<file path="src/rtl/sar_adc_out_if.sv">
// SAR ADC core-to-pad output interface: READY synchroniser, optional 1/2/4/8-sample
// averaging, registered parallel result bus and MSB-first serial stream with overrun flag.
module sar_adc_out_if #(
  parameter int NBITS        = 11,
  parameter int MODE_W       = 3,
  parameter int MAX_AVG_LOG2 = 3,
  parameter int SYNC_STAGES  = 2
) (
  input  logic              CLK,
  input  logic              RST,
  input  logic [NBITS-1:0]  CORE_B,
  input  logic              CORE_READY,
  input  logic [MODE_W-1:0] CORE_C,
  output logic [NBITS-1:0]  PAD_B_OUT,
  output logic              PAD_READY_OUT,
  output logic              SER_DO,
  output logic              SER_FRAME,
  output logic              OVR
);

  localparam int ACC_W = NBITS + MAX_AVG_LOG2;
  localparam int CNT_W = (MAX_AVG_LOG2 > 0) ? MAX_AVG_LOG2 : 1;
  localparam int BIT_W = (NBITS > 1) ? $clog2(NBITS) : 1;

  typedef enum logic {IDLE, SHIFT} ser_state_t;

  // Averaging exponent requested by the mode pins, limited to what the accumulator holds.
  function automatic logic [1:0] clamp_sel(input logic [1:0] c);
    if (int'(c) > MAX_AVG_LOG2) return 2'(MAX_AVG_LOG2);
    return c;
  endfunction

  function automatic logic [CNT_W-1:0] last_cnt(input logic [1:0] sel);
    return CNT_W'((32'd1 << sel) - 32'd1);
  endfunction

  // Divide by 2^sel with plain truncation toward zero.
  function automatic logic [NBITS-1:0] avg_trunc(input logic [ACC_W-1:0] sum,
                                                 input logic [1:0]       sel);
    logic [ACC_W-1:0] q;
    q = sum >> sel;
    return q[NBITS-1:0];
  endfunction

  logic [SYNC_STAGES-1:0] sync_q;
  logic                   rdy_prev_q;
  logic                   vld_p0;

  logic [ACC_W-1:0]       acc_q;
  logic [CNT_W-1:0]       cnt_q;
  logic [1:0]             sel_q;
  logic                   ser_q;

  ser_state_t             state_q;
  logic [NBITS-1:0]       sh_q;
  logic [BIT_W-1:0]       bit_cnt_q;

  logic                   cnt_zero;
  logic [1:0]             sel_eff;
  logic                   ser_eff;
  logic [ACC_W-1:0]       sum;
  logic                   avg_last;
  logic                   upd;
  logic [NBITS-1:0]       res;
  logic                   ser_load;
  logic                   ser_ovr;

  // Stage p0: READY synchroniser and registered rising-edge strobe.
  always_ff @(posedge CLK or posedge RST) begin
    if (RST) begin
      sync_q     <= '0;
      rdy_prev_q <= 1'b0;
      vld_p0     <= 1'b0;
    end else begin
      sync_q     <= {sync_q[SYNC_STAGES-2:0], CORE_READY};
      rdy_prev_q <= sync_q[SYNC_STAGES-1];
      vld_p0     <= sync_q[SYNC_STAGES-1] & ~rdy_prev_q;
    end
  end

  // Mode is taken from the pins only at the first sample of an average.
  always_comb begin
    cnt_zero = (cnt_q == '0);
    sel_eff  = cnt_zero ? clamp_sel(CORE_C[1:0]) : sel_q;
    ser_eff  = cnt_zero ? CORE_C[2] : ser_q;
    sum      = acc_q + ACC_W'(CORE_B);
    avg_last = (cnt_q == last_cnt(sel_eff));
    upd      = vld_p0 & avg_last;
    res      = avg_trunc(sum, sel_eff);
    ser_load = upd & ser_eff & ((state_q == IDLE) || (bit_cnt_q == '0));
    ser_ovr  = upd & ser_eff & (state_q == SHIFT) & (bit_cnt_q != '0);
  end

  // Stage p1: accumulate on every strobe, publish on the last sample of the average.
  always_ff @(posedge CLK or posedge RST) begin
    if (RST) begin
      acc_q         <= '0;
      cnt_q         <= '0;
      sel_q         <= '0;
      ser_q         <= 1'b0;
      PAD_B_OUT     <= '0;
      PAD_READY_OUT <= 1'b0;
    end else begin
      PAD_READY_OUT <= upd;
      if (vld_p0) begin
        if (cnt_zero) begin
          sel_q <= sel_eff;
          ser_q <= ser_eff;
        end
        if (avg_last) begin
          acc_q     <= '0;
          cnt_q     <= '0;
          PAD_B_OUT <= res;
        end else begin
          acc_q <= sum;
          cnt_q <= cnt_q + CNT_W'(1);
        end
      end
    end
  end

  // Serial FSM: bit_cnt_q counts the bits still to follow the one on SER_DO, so a
  // new word may reload on the last bit without a gap.
  always_ff @(posedge CLK or posedge RST) begin
    if (RST) begin
      state_q   <= IDLE;
      sh_q      <= '0;
      bit_cnt_q <= '0;
      SER_DO    <= 1'b0;
      SER_FRAME <= 1'b0;
      OVR       <= 1'b0;
    end else begin
      if (ser_ovr) OVR <= 1'b1;
      if (ser_load) begin
        state_q   <= SHIFT;
        sh_q      <= res << 1;
        bit_cnt_q <= BIT_W'(NBITS - 1);
        SER_DO    <= res[NBITS-1];
        SER_FRAME <= 1'b1;
      end else begin
        case (state_q)
          IDLE: begin
            SER_DO    <= 1'b0;
            SER_FRAME <= 1'b0;
          end
          SHIFT: begin
            if (bit_cnt_q != '0) begin
              SER_DO    <= sh_q[NBITS-1];
              sh_q      <= sh_q << 1;
              bit_cnt_q <= bit_cnt_q - BIT_W'(1);
            end else begin
              state_q   <= IDLE;
              SER_DO    <= 1'b0;
              SER_FRAME <= 1'b0;
            end
          end
          default: state_q <= IDLE;
        endcase
      end
    end
  end

endmodule

</file>
<file path="config.mk">
export PLATFORM = sky130hd
export DESIGN_NAME = sar_adc_out_if
export DESIGN_NICKNAME = d
export VERILOG_FILES = /design/src/rtl/sar_adc_out_if.sv
export SDC_FILE = /design/constraint.sdc
export NUM_CORES = 1
export LEC_CHECK = 0
export ABC_AREA = 1
export CAP_MARGIN = 20
export CORE_ASPECT_RATIO = 0.5
export CORE_MARGIN = 10
export CORE_UTILIZATION = 52
export CTS_CLUSTER_DIAMETER = 30
export DETAILED_ROUTE_END_ITERATION = 6
export GPL_ROUTABILITY_DRIVEN = 0
export GPL_TIMING_DRIVEN = 0
export PLACE_DENSITY = 0.78
export RECOVER_POWER = 25
export SETUP_SLACK_MARGIN = 0.05
export SYNTH_ARGS = -nofsm -noshare
export SYNTH_HDL_FRONTEND = slang
export SYNTH_SLANG_ARGS = --single-unit
</file>
<file path="constraint.sdc">
create_clock -name CLK -period 2.1 [get_ports CLK]
set_clock_uncertainty 0.2 [all_clocks]
set_input_delay 0.63 -clock CLK [delete_from_list [all_inputs] [get_ports CLK]]
set_output_delay 0.63 -clock CLK [all_outputs]
set_load 0.05 [all_outputs]
</file>
==> metrics <==
worst path arrival time=2.52 ns; WL final=between 10000 and 15000 um; Mapped Cells=480; cell chain of the critical path=dlygate4sd2_1, ha_4, nand2_2, nor2_2, and2_1, nand2_1, nand2_1, nand2_1, nand3_1, nand2_1, inv_1, nand2_2, nand2_1, nand2_1; number of global-route vias before repair=3457; slowest library cell on the worst path=ha_4; DRC violations left=1; share of cells above drive strength 1=0.425; mapped cell area=roughly 3400 sq um; relative slew slack=0.392; Pins Over Slew Limit=0; Clock Path Buffers=2; setup ws final=-0.426 ns; Vias=4095; met2 WL=~6000 um; Tmin final=2.53 ns; Worst Reg-to-Reg Cells=13; Chip Width=135 um; post-synthesis sequential area ratio=0.396; Met1 Routed Length=5150 um; crit path launch type=primary input; CTS root buf=clkbuf_16; ant diodes=0; largest cells by area after synthesis=dfrtp_1 40%, nand2_1 20%, nand3_1 9.2%; synthesis-stage register bit count=54; Final Hold Vio Count=0; failing checks=DRC, setup timing; HP Class=flip-flop to flip-flop; Synth cell types=28; grt total ovfl=0; final net count=roughly 600; Critical R2R Capture=SER_DO; I/O Buffers=31; final setup vio count=45; CTS tree=done; Final Util=0.854; Skew-Pair Late Insertion Delay=approximately 0.31 ns; initial DRC count=between 500 and 600; # rows=20; worst-path fanout max=4; CTS Buf Count=5; dpl hpwl=6130 um; first-pass GRT wire length=16600 um; Die Span Y=77.3 um; Routed Antenna Nets=0; Crit path top cell by count=nand2_1; initial core utilization=0.550; fillers=286; syn_area_per_cell=7.11 sq um; syn_nets=approximately 510; RR Startpoint=acc_q[9]; drt wl/cell=roughly 21 um; RSZ-0062 raised after global routing=true; post-DR vias/cell=6.22; initial antenna violation count=0; largest net degree at the start of global routing=31; Synth top area share=0.396; area delta synth->final=55.4%; met3 wire length=1470 um; Pre-Repair DR Iteration Count=7; Ports=32; die area=10400 sq um; critical path startpoint=CORE_B[9]; Highest Clock Rate=0.396 GHz; Tcrit/Tclk final=1.20; core area=6210 sq um; Max-Cap Viols=0; actual slew at the worst max-slew pin=just over 0.9 ns; Worst R2R Setup Slack=-0.29 ns; GR Util All Layers=0.195; CP required=2.09 ns; crit-path max cell delay=0.32 ns; setup tns final=-7.44 ns; # hold bufs at CTS=0; CTS H-Tree Depth=2; status=finished, violations left; Worst Path Buf+Inv=2; Critical Path Sink=SER_DO; Worst-path clk slew=0.07 ns; WP depth=14; Synth warnings=0; CTS sink cnt=54; max layer used=met4; critical path's top delay family=simple AND/OR/NAND/NOR gates; critical path class=primary input to flip-flop; biggest area consumer among synthesized cells=dfrtp_1; CP Capture Type=flip-flop
[Yosys cell counts]
master,count
o21ai_0,14
o21bai_1,2
o211ai_1,1
dfrtp_1,54
xor2_1,4
nor2_1,14
a21boi_0,1
buf_4,1
clkbuf_1,4
ha_1,15
and2_1,4
xnor2_1,2
buf_6,3
fa_1,1
nand2_2,7
nand3_1,63
clkinv_1,1
nor2_4,2
nand3_2,5
a21oi_1,6
nand4_4,1
inv_2,2
nor3_1,1
nand2_1,183
inv_1,69
buf_2,4
o22ai_1,11
nand4_1,5
[layer usage]
layer | up-vias | global-route usage
met2 | 385 | 0.323
met5 | - | 0
met3 | 133 | 0.0449
met1 | 1870 | 0.243
li1 | 1707 | -
met4 | 0 | 0.0648
[timing repair]
action | in CTS | in global routing
endpoints found under the hold margin | 0 | 0
setup buffers | 27 | 21
resized for setup | 154 | 110
pin swaps | 56 | 37
cloned | 3 | 0
endpoints found under the setup margin | 60 | 54
[cells in the final DEF (no fill, tap or decap), drive strengths merged, types with 2 or more instances in the layout]
cell           synthesis  routed
nand2                190     190
inv                   71      69
nand3                 68      68
buf                    8      61
dfrtp                 54      54
dlygate4sd2            0      17
nor2                  16      16
ha                    15      15
o21ai                 14      14
clkbuf                 4      14
o22ai                 11      11
a21oi                  6       6
nand4                  6       6
clkdlybuf4s15          0       5
and2                   4       4
xor2                   4       4
clkinv                 1       3
o21bai                 2       2
clkinvlp               0       2
dlygate4sd3            0       2
xnor2                  2       2
[stage by stage]
| stage | instances | worst slack, ns | hold WS [ns] | instance area (sq um) |
|---|---|---|---|---|
| 6_report | 658 | -0.426 | 0.152 | 5300 |
| 5_1_grt | 658 | -0.414 | 0.163 | 5300 |
| 4_1_cts | 638 | -0.0642 | 0.152 | 4720 |
| 3_5_place_dp | 600 | -0.959 | 0.136 | 3910 |
| 3_3_place_gp | 599 | -0.941 | 0.135 | 3880 |
| 2_1_floorplan | 480 | -0.159 | 0.131 | 3460 |
[logic make-up after synthesis]
| kind of cell | share of synthesized area |
|---|---|
| xor+xnor | 0.0154 |
| fa+ha+maj | 0.0609 |
| flops | 0.396 |
| buf+inv | 0.102 |
| compound gates | 0.0583 |
| simple gates | 0.368 |
[sequential cells by signal, summed over array words and instances, names as in the netlist]
signal         flops
ser_q              1
SER_DO             1
PAD_B_OUT         11
sel_q              2
PAD_READY_OUT      1
vld_p0             1
rdy_prev_q         1
sh_q              10
sync_q             2
bit_cnt_q          4
OVR                1
cnt_q              3
SER_FRAME          1
acc_q             14
state_q            1
[worst min-delay path by stage]
stage / start / end / cells after the start
floorplan: sync_q[0] / sync_q[1] / 0
global placement: sync_q[0] / sync_q[1] / 0
global route: sync_q[0] / sync_q[1] / 0
finish: sync_q[0] / sync_q[1] / 0
detailed placement: sync_q[0] / sync_q[1] / 0
CTS: sync_q[0] / sync_q[1] / 0
[cell type report]
class / count / area (sq um) / area share
multi-input cells: 342 / 2580 / 0.486
flip-flops and latches: 54 / 1350 / 0.255
repair buffers: 82 / 723 / 0.136
inverters: 72 / 282 / 0.0531
clock buffers: 6 / 139 / 0.0262
well taps: 88 / 110 / 0.0208
plain buffers: 12 / 100 / 0.0189
clock inverters: 2 / 17.5 / 0.00330
Power is not shown: default switching activity piles up to over one toggle a cycle in this logic, so the estimate is an artifact.
